[config.mk]
export PLATFORM = sky130hd
export DESIGN_NAME = truth_table_sweeper
export DESIGN_NICKNAME = d
export VERILOG_FILES = /design/src/rtl/truth_table_sweeper.sv
export SDC_FILE = /design/constraint.sdc
export NUM_CORES = 1
export LEC_CHECK = 0
export CORE_MARGIN = 5
export CORE_UTILIZATION = 54
export DETAILED_ROUTE_END_ITERATION = 8
export PLACE_DENSITY = 0.83
export SETUP_SLACK_MARGIN = 0.02
export SKIP_LAST_GASP = 1
export SLEW_MARGIN = 20
export SYNTH_ARGS = -nofsm -noshare
export SYNTH_HDL_FRONTEND = slang
export SYNTH_SLANG_ARGS = --single-unit
[constraint.sdc]
create_clock -name clk -period 4.9 [get_ports clk]
set_input_delay 0.735 -clock clk [delete_from_list [all_inputs] [get_ports clk]]
set_output_delay 0.735 -clock clk [all_outputs]
set_load 0.1 [all_outputs]
[src/rtl/truth_table_sweeper.sv]
// Self-timed sweeper: walks every input combination of the boolean evaluator for a run of
// selector codes and captures one truth table per code. Optional checker: SWEEP_COMPARE_EN.
module truth_table_sweeper #(
    parameter int         NVARS     = 3,
    parameter logic [3:0] FIRST_SEL = 4'hA,
    parameter int         NUM_SEL   = 2,
    parameter int         SETTLE    = 1,
    localparam int        TT_W      = 2 ** NVARS
) (
    input  logic            clk,
    input  logic            reset,
    input  logic            start,
    input  logic            s,
`ifdef SWEEP_COMPARE_EN
    input  logic [TT_W-1:0] exp_data,
    output logic            tt_match,
    output logic            err,
`endif
    output logic            x,
    output logic            y,
    output logic            w,
    output logic            z,
    output logic [3:0]      letra,
    output logic            busy,
    output logic            tt_valid,
    output logic [3:0]      tt_sel,
    output logic [TT_W-1:0] tt_data,
    output logic            done
);

    localparam int               CW       = $clog2(SETTLE + 1);
    localparam logic [NVARS-1:0] IDX_LAST = '1;

    typedef enum logic [2:0] {IDLE, DRIVE, SAMPLE, EMIT, DONE} state_t;

    state_t           state;
    logic [NVARS-1:0] idx;
    logic [4:0]       sel_cnt;
    logic [CW-1:0]    settle_cnt;
    logic [3:0]       vars;

    // Three-variable mode keeps w at 0 and spreads the index over {x,y,z}.
    function automatic logic [3:0] map_vars(input logic [NVARS-1:0] i);
        logic [3:0] e;
        e = 4'(i);
        return (NVARS == 4) ? e : (((e << 1) & 4'b1100) | (e & 4'b0001));
    endfunction

    assign {x, y, w, z} = vars;

`ifdef SWEEP_COMPARE_EN
    assign tt_match = tt_valid & (tt_data == exp_data);
`endif

    // NOTE: every register here is state, so all updates use <=; blocking writes would let
    // later statements in the same edge see half-updated values.
    always_ff @(posedge clk) begin
        if (reset) begin
            state      <= IDLE;
            idx        <= '0;
            sel_cnt    <= '0;
            settle_cnt <= '0;
            vars       <= '0;
            letra      <= '0;
            busy       <= 1'b0;
            tt_valid   <= 1'b0;
            tt_sel     <= '0;
            tt_data    <= '0;
            done       <= 1'b0;
`ifdef SWEEP_COMPARE_EN
            err        <= 1'b0;
`endif
        end else begin
            tt_valid <= 1'b0;
            done     <= 1'b0;
            case (state)
                IDLE: if (start) begin
                    state      <= DRIVE;
                    letra      <= FIRST_SEL;
                    idx        <= '0;
                    sel_cnt    <= '0;
                    settle_cnt <= '0;
                    tt_data    <= '0;
                    vars       <= map_vars('0);
                    busy       <= 1'b1;
`ifdef SWEEP_COMPARE_EN
                    err        <= 1'b0;
`endif
                end
                DRIVE: begin
                    if (settle_cnt == CW'(SETTLE - 1)) state <= SAMPLE;
                    else settle_cnt <= settle_cnt + 1'b1;
                end
                SAMPLE: begin
                    tt_data[idx] <= s;
                    settle_cnt   <= '0;
                    if (idx != IDX_LAST) begin
                        idx   <= idx + 1'b1;
                        vars  <= map_vars(idx + 1'b1);
                        state <= DRIVE;
                    end else begin
                        tt_valid <= 1'b1;
                        tt_sel   <= letra;
                        state    <= EMIT;
                    end
                end
                EMIT: begin
`ifdef SWEEP_COMPARE_EN
                    err <= err | (tt_data != exp_data);
`endif
                    if (sel_cnt < 5'(NUM_SEL - 1)) begin
                        letra   <= letra + 1'b1;
                        sel_cnt <= sel_cnt + 1'b1;
                        idx     <= '0;
                        tt_data <= '0;
                        vars    <= map_vars('0);
                        state   <= DRIVE;
                    end else begin
                        done  <= 1'b1;
                        busy  <= 1'b0;
                        state <= DONE;
                    end
                end
                DONE:    state <= IDLE;
                default: state <= IDLE;
            endcase
        end
    end

endmodule

=== Word-level counts from Yosys, hierarchy flattened ===
Index checks and enable logic that the tools add are counted.

* Magnitude comparators: 3
* Add/subtract/negate cells: 4
* Reduce and logical (&&, ||, !) cells: 14
* Multiplexer cells: 33
* Bitwise logic cells: 4
* Divide/modulo/power cells: 0
* Equality and inequality tests: 9
* Multiply operators: 0
* Shift-type cells: 0

{| class="wikitable"
|+ Operator list
! cell !! count
|-
| 8-bit one-hot mux with 3 select lines || 1
|-
| 4-bit two-way mux || 5
|-
| 3-bit two-way mux || 6
|-
| 8-bit two-way mux || 2
|-
| 3-bit one-hot mux with 4 select lines || 1
|-
| 4-bit one-hot mux with 3 select lines || 1
|-
| 5-bit two-way mux || 2
|-
| 2-bit inequality test (second input constant) || 5
|-
| 5-bit one-hot mux with 2 select lines || 1
|-
| 3-bit one-hot mux with 3 select lines || 1
|-
| 3-bit AND reduction || 3
|-
| 8-bit bitwise mux || 1
|-
| 4-bit one-hot mux with 2 select lines || 1
|-
| 1-bit two-way mux || 7
|-
| 3-bit by 2-bit equality test with 1-bit output (second input constant) || 2
|-
| 2-bit AND reduction || 3
|-
| 3-bit nonzero test || 2
|-
| 5-bit by 1-bit adder with 5-bit output (second input constant) || 1
|-
| 5-bit by 1-bit < comparator with 1-bit output (second input constant) || 1
|-
| 4-bit by 1-bit adder with 4-bit output (second input constant) || 1
|-
| 3-bit by 4-bit < comparator with 1-bit output (second input constant) || 1
|-
| 4-bit by 1-bit bitwise OR with 4-bit output || 1
|-
| 4-bit AND reduction || 1
|-
| 2-bit OR reduction || 2
|-
| 13 further kinds || 15
|}

* Memories kept: 0
* Bits in latches: 0
* Flip-flop bits (word level): 35
* Input port bits: 4
* Bits in read-only memories: 0
* Bits in writable memories: 0

=== Logic depth before layout (Yosys ltp) ===
Gate-level depths: netlist of the first run.

* Depth in word-level cells: 6
* Gate-level depth with buffers: 6
* Gate-level depth less buffers: 6

=== Worst setup path after synthesis of the first run ===
Ideal clock, no wire load.

* Kind: reg2reg
* Start point: register vars[0] (netlist name)
* End point: register tt_sel[0]
* Required time: 4,772 ps
* Buffers on the path: 0
* Path slack: 2,528 ps
* Stages on the path, launching flop included: 7
* Data arrival time: 2,245 ps
* Library setup time: 128 ps
* Period minus slack after synthesis: 2,372 ps
* Cell sequence: dfxtp_1 > ha_1 > ha_1 > nand2_1 > nor3_1 > mux2i_1 > nor2_1

{| class="wikitable"
|+ RTL lines
! item !! RTL line !! source
|-
| end signal: assignment || 103 || <nowiki>tt_sel <= letra;</nowiki>
|-
| end: declaration || 26 || <nowiki>output logic [3:0] tt_sel,</nowiki>
|}

=== Worst setup path after layout of the first run ===
* Start point: register vars[0]
* End point: output port z

{| class="wikitable"
|+ RTL lines
! item !! RTL line !! source
|-
| start: declaration || 40 || <nowiki>logic [3:0] vars;</nowiki>
|-
| start signal: assignment || 84 || <nowiki>vars <= map_vars('0);</nowiki>
|-
| start signal: assignment || 99 || <nowiki>vars <= map_vars(idx + 1'b1);</nowiki>
|-
| start signal: assignment || 116 || <nowiki>vars <= map_vars('0);</nowiki>
|-
| end: declaration || 22 || <nowiki>output logic z,</nowiki>
|}

No word-level cell between the ends.

==> results of run 1 <==
cells in the final DEF, fill, tap and decap left out, drive strengths merged, types with 3 or more instances in the layout:
| cell type | Yosys | final |
|---|---|---|
| a21oi | 6 | 6 |
| a22o | 3 | 3 |
| clkbuf | 3 | 7 |
| clkdlybuf4s50 | 0 | 25 |
| dfxtp | 30 | 30 |
| ha | 4 | 4 |
| mux2i | 6 | 6 |
| nand2 | 11 | 11 |
| nor2 | 22 | 22 |
| nor3 | 5 | 5 |
| o21ai | 9 | 9 |
path summary, 6_finish.rpt:
| path | start | end | cells after the start |
|---|---|---|---|
| max reg2reg | vars[0] | tt_sel[2] | 6 |
| min reg2reg | tt_data[1] | tt_data[1] | 2 |
| min | tt_data[1] | tt_data[1] | 2 |
| max | vars[0] | z | 1 |
through the flow:
stage | power [mW] | hold WS (ns)
after global routing | 0.4902 | 0.5064
after floorplan | 0.3268 | 0.4473
final | 0.4673 | 0.4674
after global placement | 0.3394 | 0.4486
after CTS | 0.4724 | 0.4711
after detailed placement | 0.3417 | 0.4578
sequential cells by signal, indices dropped and copies added, names as in the netlist:
signal    flops
letra         4
sel_cnt       5
tt_sel        4
done          1
busy          1
tt_data       8
vars          3
tt_valid      1
state         3
report_power, final:
part	switching [mW]	total, mW	internal (mW)
registers	0.00987	0.260	0.250
clock network	0.0774	0.131	0.0540
logic	0.0529	0.0763	0.0234
cell families (layout without fill, tap and decap cells):
| kind of cell | Yosys count | in the layout | synth area share |
|---|---|---|---|
| and+or+nand+nor | 60 | 60 | 0.2318 |
| DFF | 30 | 30 | 0.4469 |
| AOI/OAI and AO/OA | 29 | 29 | 0.1499 |
| buffers and inverters | 12 | 34 | 0.05028 |
| muxes | 8 | 8 | 0.06145 |
| adders and majority gates | 4 | 4 | 0.03725 |
| xor gates and xnor gates | 3 | 3 | 0.01956 |
| other | 1 | 1 | 0.002791 |
routing by layer:
| metal | routed length (um) | GRT usage |
|---|---|---|
| met3 | 100 | 0.04536 |
| met1 | 1219 | 0.1989 |
| met5 | 0 | 0 |
| met4 | 43 | 0.08228 |
| met2 | 1339 | 0.2762 |
layout make-up:
class                           instances  area [um2]  area share
Multi-Input combinational cell        105       675.6      0.4180
Sequential cell                        30       600.6      0.3715
Timing Repair Buffer                   25       250.2      0.1548
Clock buffer                            7       45.04     0.02786
Tap cell                               30       37.54     0.02322
Inverter                                2       7.507    0.004644
==> summary.txt, run 1 <==
Synthesis
  – Post-Syn Area: 1344 um2
  – Mapped Cells: around 150
  – Register area share after synthesis: 0.4469
  – Seq cells post-synth: 30
  – Syn_area_per_cell: between 9 and 10 um2
  – Mapped Nets: about 160
  – Synth top area cells: dfxtp_1, nor2_1, mux2i_1, ha_1, nand2_1
  – Yosys top cell area share: 0.4469
  – Most frequent cell after synthesis: dfxtp_1
  – Yosys top cell by area: dfxtp_1
  – Asr flop ratio synth: 0
  – Top cells by count, synth: dfxtp_1, nor2_1, nand2_1
  – Yosys warning count: 0
  – EDFF count, synth: 0
  – Yosys cell types: 42
  – Most used DFF post-synth: dfxtp_1

Timing
  – Setup TNS: 0 ns
  – Worst Tran Pin Value: about 1 ns
  – Rel. slew slack: 0.3472
  – Max Fclk: between 300 and 400 MHz
  – Final period demand of the worst path: roughly 2.9 ns
  – Unrepaired setup endpoints after global routing: no
  – Clock Skews: 0.01169 ns
  – Final WS setup: just over 2 ns
  – Final Max Slew Viols: 0
  – Fin crit share: 0.5850
  – Fin. Hold Viols: 0
  – Final setup fails: 0

Global routing
  – First-pass GRT wire length: about 4600 um
  – Congestion Overflow GR: 0
  – Total GRT Usage: 0.1676
  – Number of global-route vias before repair: around 1,100
  – Initial antenna violation count: 0
  – Largest net degree at the start of global routing: 19

Floorplan
  – Die Wd: approximately 60 um
  – Top Ports: 27
  – Initial Util: 0.5525
  – Cell row count: 18
  – Die height: between 50 and 60 um
  – Area of the die: approximately 3600 um2
  – Core region area: roughly 2400 um2

Placement
  – GP Congestion: 0.8117
  – Pre-CTS setup slack: about 2.2 ns
  – Detailed placement HPWL: a little under 2000 um
  – IO Port Bufs: 25
  – Placed Cells incl. Taps: between 150 and 200
  – Placed cell areas: between 1500 and 2000 um2

Clock network
  – Skew-Pair Late Insertion Delay: about 0.32 ns
  – Clk root buf: clkbuf_4
  – Clock sink count: 30
  – H-tree Lvls: 2
  – CTS Hold Bufs: 0
  – # resized after CTS: 0
  – Clock transition at path regs: 0.09 ns
  – Max clock buf depth: 2
  – Post-CTS Setup Inserts: 0
  – CTS tree: yes
  – Num CTS Buffers: 5

Setup path
  – Flop-to-flop setup slack: 2.79 ns
  – Crit path required time: around 4.2 ns
  – Crit-path leading delay family: buffers and inverters
  – Crit-path cells: clkdlybuf4s50_1
  – Worst setup EP type: primary output
  – Worst path arrival time: around 2.1 ns
  – Buf+Inv Stages, Crit Path: 1
  – Worst path max stage delay: roughly 1.2 ns
  – Crit-path slowest cell: clkdlybuf4s50_1
  – CP Max Fanout: 13
  – Critical path class: flop to primary output
  – Startpoint types: flop

Cells and area
  – N_diodes: 0
  – Final Util: 0.6646
  – Final Non-Filler Cells: 199
  – Layout cells sized above 1: 0.08876
  – Fillers: 212
  – NumNets Final: roughly 180
  – Area delta synth->final: 20.30%
  – Final instance area: 1617 um2

Detailed routing
  – Initial DRC Count: 32
  – Routed vias/inst: 5.467
  – Remaining antenna violation count after routing: 0
  – Post-route DRC: 0
  – First-pass DRT Iterations: 4
  – WL per Instance: around 14 um
  – Via count: between 1,000 and 1,500
  – Routed wire length: 2702 um

Power and ir drop
  – Power density of the placed cells: between 200 and 300 nW/um2
  – VDD IR max: between 200 and 250 uV
  – Lkg Pwr: 0.6105 nW

Job
  – Max-Cap Viols: 0

Worst hold path
  – Worst Hold Class: flop to flop

Run status
  – Status: finished, final reports clean
Power figures use the tool's default switching activity.
==> run 2, diff against run 1 <==
Settings changed: CORE_UTILIZATION 54 to 50, PLACE_DENSITY 0.83 to 0.78.
Clock period 4.9 ns to 2.8 ns, I/O delays scaled along.
==> summary.txt, run 2 (synthesized netlist as in run 1, its figures left out) <==
Run status
  – Status: finished, final reports clean

Cells and area
  – NumNets Final: 178 (+0.56%)
  – Most common cell after layout, fill and taps aside: dfxtp_1
  – Largest Register: tt_data
  – Area of the multi-input gates: 675.6 um2 (unchanged)
  – Most frequent cells in the layout: dfxtp_1, buf_4, nor2_1
  – Final Non-Filler Cells: 200 (+0.50%)
  – Largest regs: tt_data: 8 flops, sel_cnt: 5 flops
  – Layout cells sized above 1: 0.2235 (+0.1348)
  – Fillers: 238 (+12%)
  – Area delta synth->final: 16.76%
  – Largest register FFs: 8 (unchanged)
  – Seq. cell area: 600.6 um2 (unchanged)
  – N_diodes: 0 (unchanged)

Floorplan
  – Die height: 61.84 um (+3.3%)
  – Top Ports: 27 (unchanged)
  – Area of the die: 3824 um2 (+6.6%)
  – Die Wd: 61.84 um (+3.3%)
  – Cell row count: 18 (unchanged)
  – Core region area: 2522 um2 (+3.7%)
  – Initial Util: 0.5327 (-0.01973)

Setup path
  – Startpoint types: flop
  – Critical path origin: vars[0]
  – Crit path required time: 3.00 ns (-1.16 ns)
  – Worst path arrival time: 2.30 ns (+0.17 ns)
  – Critical path class: flop to flop
  – Flop-to-flop setup slack: 0.70 ns (-2.09 ns)
  – Worst setup EP type: flop
  – Setup crit end: tt_sel[1]
  – Critical R2R Launch: vars[0]
  – RR Endpoint: tt_sel[1]
  – Worst reg-to-reg path cell count: 6 (unchanged)
  – CP Max Fanout: 13 (unchanged)

Worst hold path
  – Hold_sp: tt_data[0]
  – Worst Hold Class: flop to flop

Detailed routing
  – Post-route DRC: 0 (unchanged)
  – Initial DRC Count: 27 (-16%)
  – Remaining antenna violation count after routing: 0 (unchanged)
  – Routed vias/inst: 5.540 (+1.3%)
  – First-pass DRT Iterations: 4 (unchanged)
  – Routed wire length: 2854 um (+5.6%)
  – WL per Instance: 14.27 um (+5.1%)
  – Via count: 1,108 (+1.8%)

Power and ir drop
  – Power density of the placed cells: 515.9 nW/um2 (+78%)
  – VDD IR max: 372.7 uV (+82%)
  – Lkg Pwr: 0.6586 nW (+7.9%)

Global routing
  – Largest net degree at the start of global routing: 18 (-1)
  – Total GRT Usage: 0.1734 (+0.005855)
  – Initial antenna violation count: 0 (unchanged)
  – Number of global-route vias before repair: 1,073 (-1.4%)
  – Congestion Overflow GR: 0 (unchanged)
  – First-pass GRT wire length: 4919 um (+8.0%)

Timing
  – Clock Skews: 0.009653 ns (-0.002035 ns)
  – Final period demand of the worst path: around 2.1 ns
  – Rel. slew slack: 0.5150 (+0.1678)
  – Unrepaired setup endpoints after global routing: no
  – Fin. Hold Viols: 0 (unchanged)
  – Worst hold slack: 0.4710 ns (+0.003518 ns)
  – Final setup fails: 0 (unchanged)
  – Worst Tran Pin Value: 0.7174 ns (-0.2588 ns)
  – Setup TNS: 0 ns (unchanged)
  – Final Max Slew Viols: 0 (unchanged)
  – Fin crit share: 0.7508
  – Max Fclk: between 400 and 500 MHz

Placement
  – Placed Cells incl. Taps: 193 (+0.52%)
  – Detailed placement HPWL: 2197 um (+12%)
  – IO Port Bufs: 25 (unchanged)
  – GP Congestion: 0.8341 (+2.8%)

Clock network
  – Clock sink count: 30 (unchanged)
  – Skew-Pair Late Insertion Delay: 0.31 ns (about the same)
  – # resized after CTS: 0 (unchanged)
  – Max clock buf depth: 2 (unchanged)
  – Post-CTS Setup Inserts: 0 (unchanged)
  – Clock transition at path regs: 0.09 ns (about the same)
  – Clk root buf: clkbuf_4
  – CTS Hold Bufs: 0 (unchanged)
  – H-tree Lvls: 2 (unchanged)
  – CTS tree: yes
  – Num CTS Buffers: 5 (unchanged)

Job
  – Max-Cap Viols: 0 (unchanged)
[run 2: cell count changes in the layout (fill, tap and decap cells not counted), sizes merged]
cell	change
buf	+23
clkdlybuf4s50	-22
[run 2: area by class of cell]
class,instances,share of cell area
multi-input combinational,105,0.4306
sequential,30,0.3828
timing repair buffer,26,0.1292
clock buffer,7,0.02871
tap,30,0.02392
inverter,2,0.004785
[run 2: through the flow]
step	utilization	worst slack, ns	total power, mW	area, um2
after global placement	0.6042	0.6304	0.5930	1524
final	0.6220	0.6977	0.8095	1569
after CTS	0.6220	0.7159	0.8183	1569
after detailed placement	0.6042	0.5825	0.5959	1524
after floorplan	-	0.4277	0.5719	1344
after global routing	0.6220	0.4925	0.8509	1569
[run 2: report_power, final]
group          switching [mW]  internal, mW  total (mW)
combinational          0.0928        0.0394       0.132
clock                   0.129        0.0945       0.224
sequential             0.0167         0.437       0.454
[run 2: worst min path at each step]
stage | end | slack [ns] | cells after the start
after CTS | tt_data[0] | 0.48 | 2
after global routing | tt_data[2] | 0.49 | 2
after floorplan | sel_cnt[4] | 0.45 | 1
after global placement | tt_data[1] | 0.45 | 2
final | tt_data[0] | 0.47 | 2
after detailed placement | tt_data[1] | 0.46 | 2
[run 2: layer usage]
layer	global-route usage	share of wire	routed length, um
met5	0	0	0
met2	0.2750	0.50	1415
met4	0.05455	0.011	31
met3	0.04959	0.044	125
met1	0.2280	0.45	1281
[run 2: critical path: stages (launching register included)]
cell and delay, ns:
dfxtp_1 0.59, ha_1 0.23, ha_1 0.19, nand2_1 0.11
nor3_1 0.55, mux2i_1 0.25, nor2_1 0.06
==> run 3, diff against run 2 <==
Settings changed: CORE_UTILIZATION 50 to 45, PLACE_DENSITY 0.78 to 0.74.
Clock period 2.8 ns to 1.8 ns, I/O delays scaled along.
==> summary.txt, run 3 (synthesized netlist as in run 1, its figures left out) <==
Global routing
  – Number of global-route vias before repair: 1,081 (+0.75%)
  – First-pass GRT wire length: 4857 um (-1.3%)
  – Total GRT Usage: 0.1498 (-0.02359)
  – Initial antenna violation count: 0 (unchanged)
  – Congestion Overflow GR: 0 (unchanged)
  – Largest net degree at the start of global routing: 18 (unchanged)

Cells and area
  – Seq. cell area: 609.3 um2 (+1.5%)
  – Final Non-Filler Cells: 208 (+4.0%)
  – Largest Register: tt_data
  – N_diodes: 0 (unchanged)
  – Fillers: 246 (+3.4%)
  – Final Util: 0.6182 (-0.003826)
  – Layout cells sized above 1: 0.2881 (+0.06461)
  – Most common cell after layout, fill and taps aside: dfxtp_1
  – NumNets Final: 184 (+3.4%)
  – Area delta synth->final: 29.05%
  – Largest regs: tt_data: 8 flops, sel_cnt: 5 flops
  – Largest register FFs: 8 (unchanged)
  – Area of the multi-input gates: 683.2 um2 (+1.1%)
  – Most frequent cells in the layout: dfxtp_1, buf_4, nor2_1

Clock network
  – CTS Hold Bufs: 0 (unchanged)
  – H-tree Lvls: 2 (unchanged)
  – Num CTS Buffers: 5 (unchanged)
  – Clock transition at path regs: 0.09 ns (about the same)
  – CTS tree: yes
  – Skew-Pair Late Insertion Delay: 0.33 ns (+0.02 ns)
  – Clk root buf: clkbuf_4
  – Max clock buf depth: 2 (unchanged)
  – Post-CTS Setup Inserts: 0 (unchanged)
  – Clock sink count: 30 (unchanged)

Floorplan
  – Initial Util: 0.4790 (-0.05370)
  – Die height: 64.65 um (+4.5%)
  – Area of the die: 4179 um2 (+9.3%)
  – Cell row count: 19 (+1)
  – Top Ports: 27 (unchanged)
  – Die Wd: 64.65 um (+4.5%)
  – Core region area: 2805 um2 (+11%)

Placement
  – Pre-CTS setup slack: -0.09831 ns (-0.6808 ns)
  – Detailed placement HPWL: 2163 um (-1.5%)
  – IO Port Bufs: 25 (unchanged)
  – GP Congestion: 0.8110 (-2.8%)
  – Placed Cells incl. Taps: 200 (+3.6%)

Detailed routing
  – Initial DRC Count: 41 (+52%)
  – First-pass DRT Iterations: 4 (unchanged)
  – Post-route DRC: 0 (unchanged)
  – WL per Instance: 14.00 um (-1.9%)
  – Routed vias/inst: 5.490 (-0.90%)
  – Routed wire length: 2913 um (+2.1%)
  – Via count: 1,142 (+3.1%)
  – Remaining antenna violation count after routing: 0 (unchanged)

Run status
  – Status: finished, final reports clean

Setup path
  – Crit-path leading delay family: compound AO/OA/AOI/OAI gates
  – Buf+Inv Stages, Crit Path: 0 (unchanged)
  – Worst path max stage delay: 0.45 ns (-0.14 ns)
  – Startpoint types: flop
  – Worst setup EP type: flop
  – Crit path required time: 2.04 ns (-0.96 ns)
  – Crit-path cells: or3_1 -> o31ai_2 -> nor2_1 -> a211oi_1
  – Critical path class: flop to flop
  – Worst path arrival time: 1.87 ns (-0.43 ns)
  – Crit-path slowest cell: or3_1
  – CP Max Fanout: 5 (-8)

Timing
  – Final period demand of the worst path: 1.632 ns (-0.4701 ns)
  – Rel. slew slack: 0.6497 (+0.1347)
  – Max Fclk: 612.7 MHz (+29%)
  – Final setup fails: 0 (unchanged)
  – Fin. Hold Viols: 0 (unchanged)
  – Worst Tran Pin Value: 0.5182 ns (-0.1992 ns)
  – Unrepaired setup endpoints after global routing: no
  – Final WS setup: 0.1678 ns (-0.5299 ns)
  – Fin crit share: 0.9068 (+0.1560)
  – Setup TNS: 0 ns (unchanged)
  – Final Max Slew Viols: 0 (unchanged)
  – Clock Skews: 0.004677 ns (-0.004976 ns)

Power and ir drop
  – PnR Total Power: 1.361 mW (+68%)
  – VDD IR max: 542.9 uV (+46%)
  – Power density of the placed cells: 784.9 nW/um2 (+52%)
  – Lkg Pwr: 0.7236 nW (+9.9%)

Worst hold path
  – Worst Hold Class: flop to flop

Job
  – Max-Cap Viols: 0 (unchanged)
==> run 3: final timing paths <==
path | start | end | slack (ns) | depth (start not counted)
setup / recovery | sel_cnt[4] | letra[1] | 0.17 | 4
hold / removal | tt_data[1] | tt_data[1] | 0.46 | 2
setup reg to reg | sel_cnt[4] | letra[1] | 0.17 | 4
hold reg to reg | tt_data[1] | tt_data[1] | 0.46 | 2
==> run 3: worst register-to-register path: cells and delay by family (launching register included) <==
family | cells | cell delay, ns
simple gates | 2 | 0.53
compound gates | 2 | 0.68
flops | 1 | 0.33
==> run 3: timing repair <==
item	4_1_cts	5_1_grt
endpoints found under the hold margin	0	0
setup endpoints to repair	0	1
gates resized for setup	0	1
==> run 3: cell type report <==
type,instances,area share
Timing Repair Buffer,32,0.1934
Tap cell,31,0.02237
Sequential cell,30,0.3514
Multi-Input combinational cell,105,0.3939
Clock inverter,1,0.002886
Inverter,2,0.004329
Clock buffer,7,0.03175
==> run 3: routing by layer <==
layer,share of wire,vias to the layer above,track usage
met5,0,-,0
met4,0.015,0,0.07916
met3,0.070,6,0.05699
met2,0.45,28,0.2397
met1,0.47,530,0.1741
li1,-,578,-
==> run 3: through the flow <==
step | area, um2 | hold WS [ns]
2_1_floorplan | 1358 | 0.4473
3_3_place_gp | 1672 | 0.4445
3_5_place_dp | 1672 | 0.4544
4_1_cts | 1732 | 0.4659
5_1_grt | 1734 | 0.4983
6_report | 1734 | 0.4642
==> run 3: power by group <==
part	switching, mW	internal (mW)
clock network	0.228	0.189
registers	0.0322	0.678
logic	0.147	0.0872
total	0.407	0.954
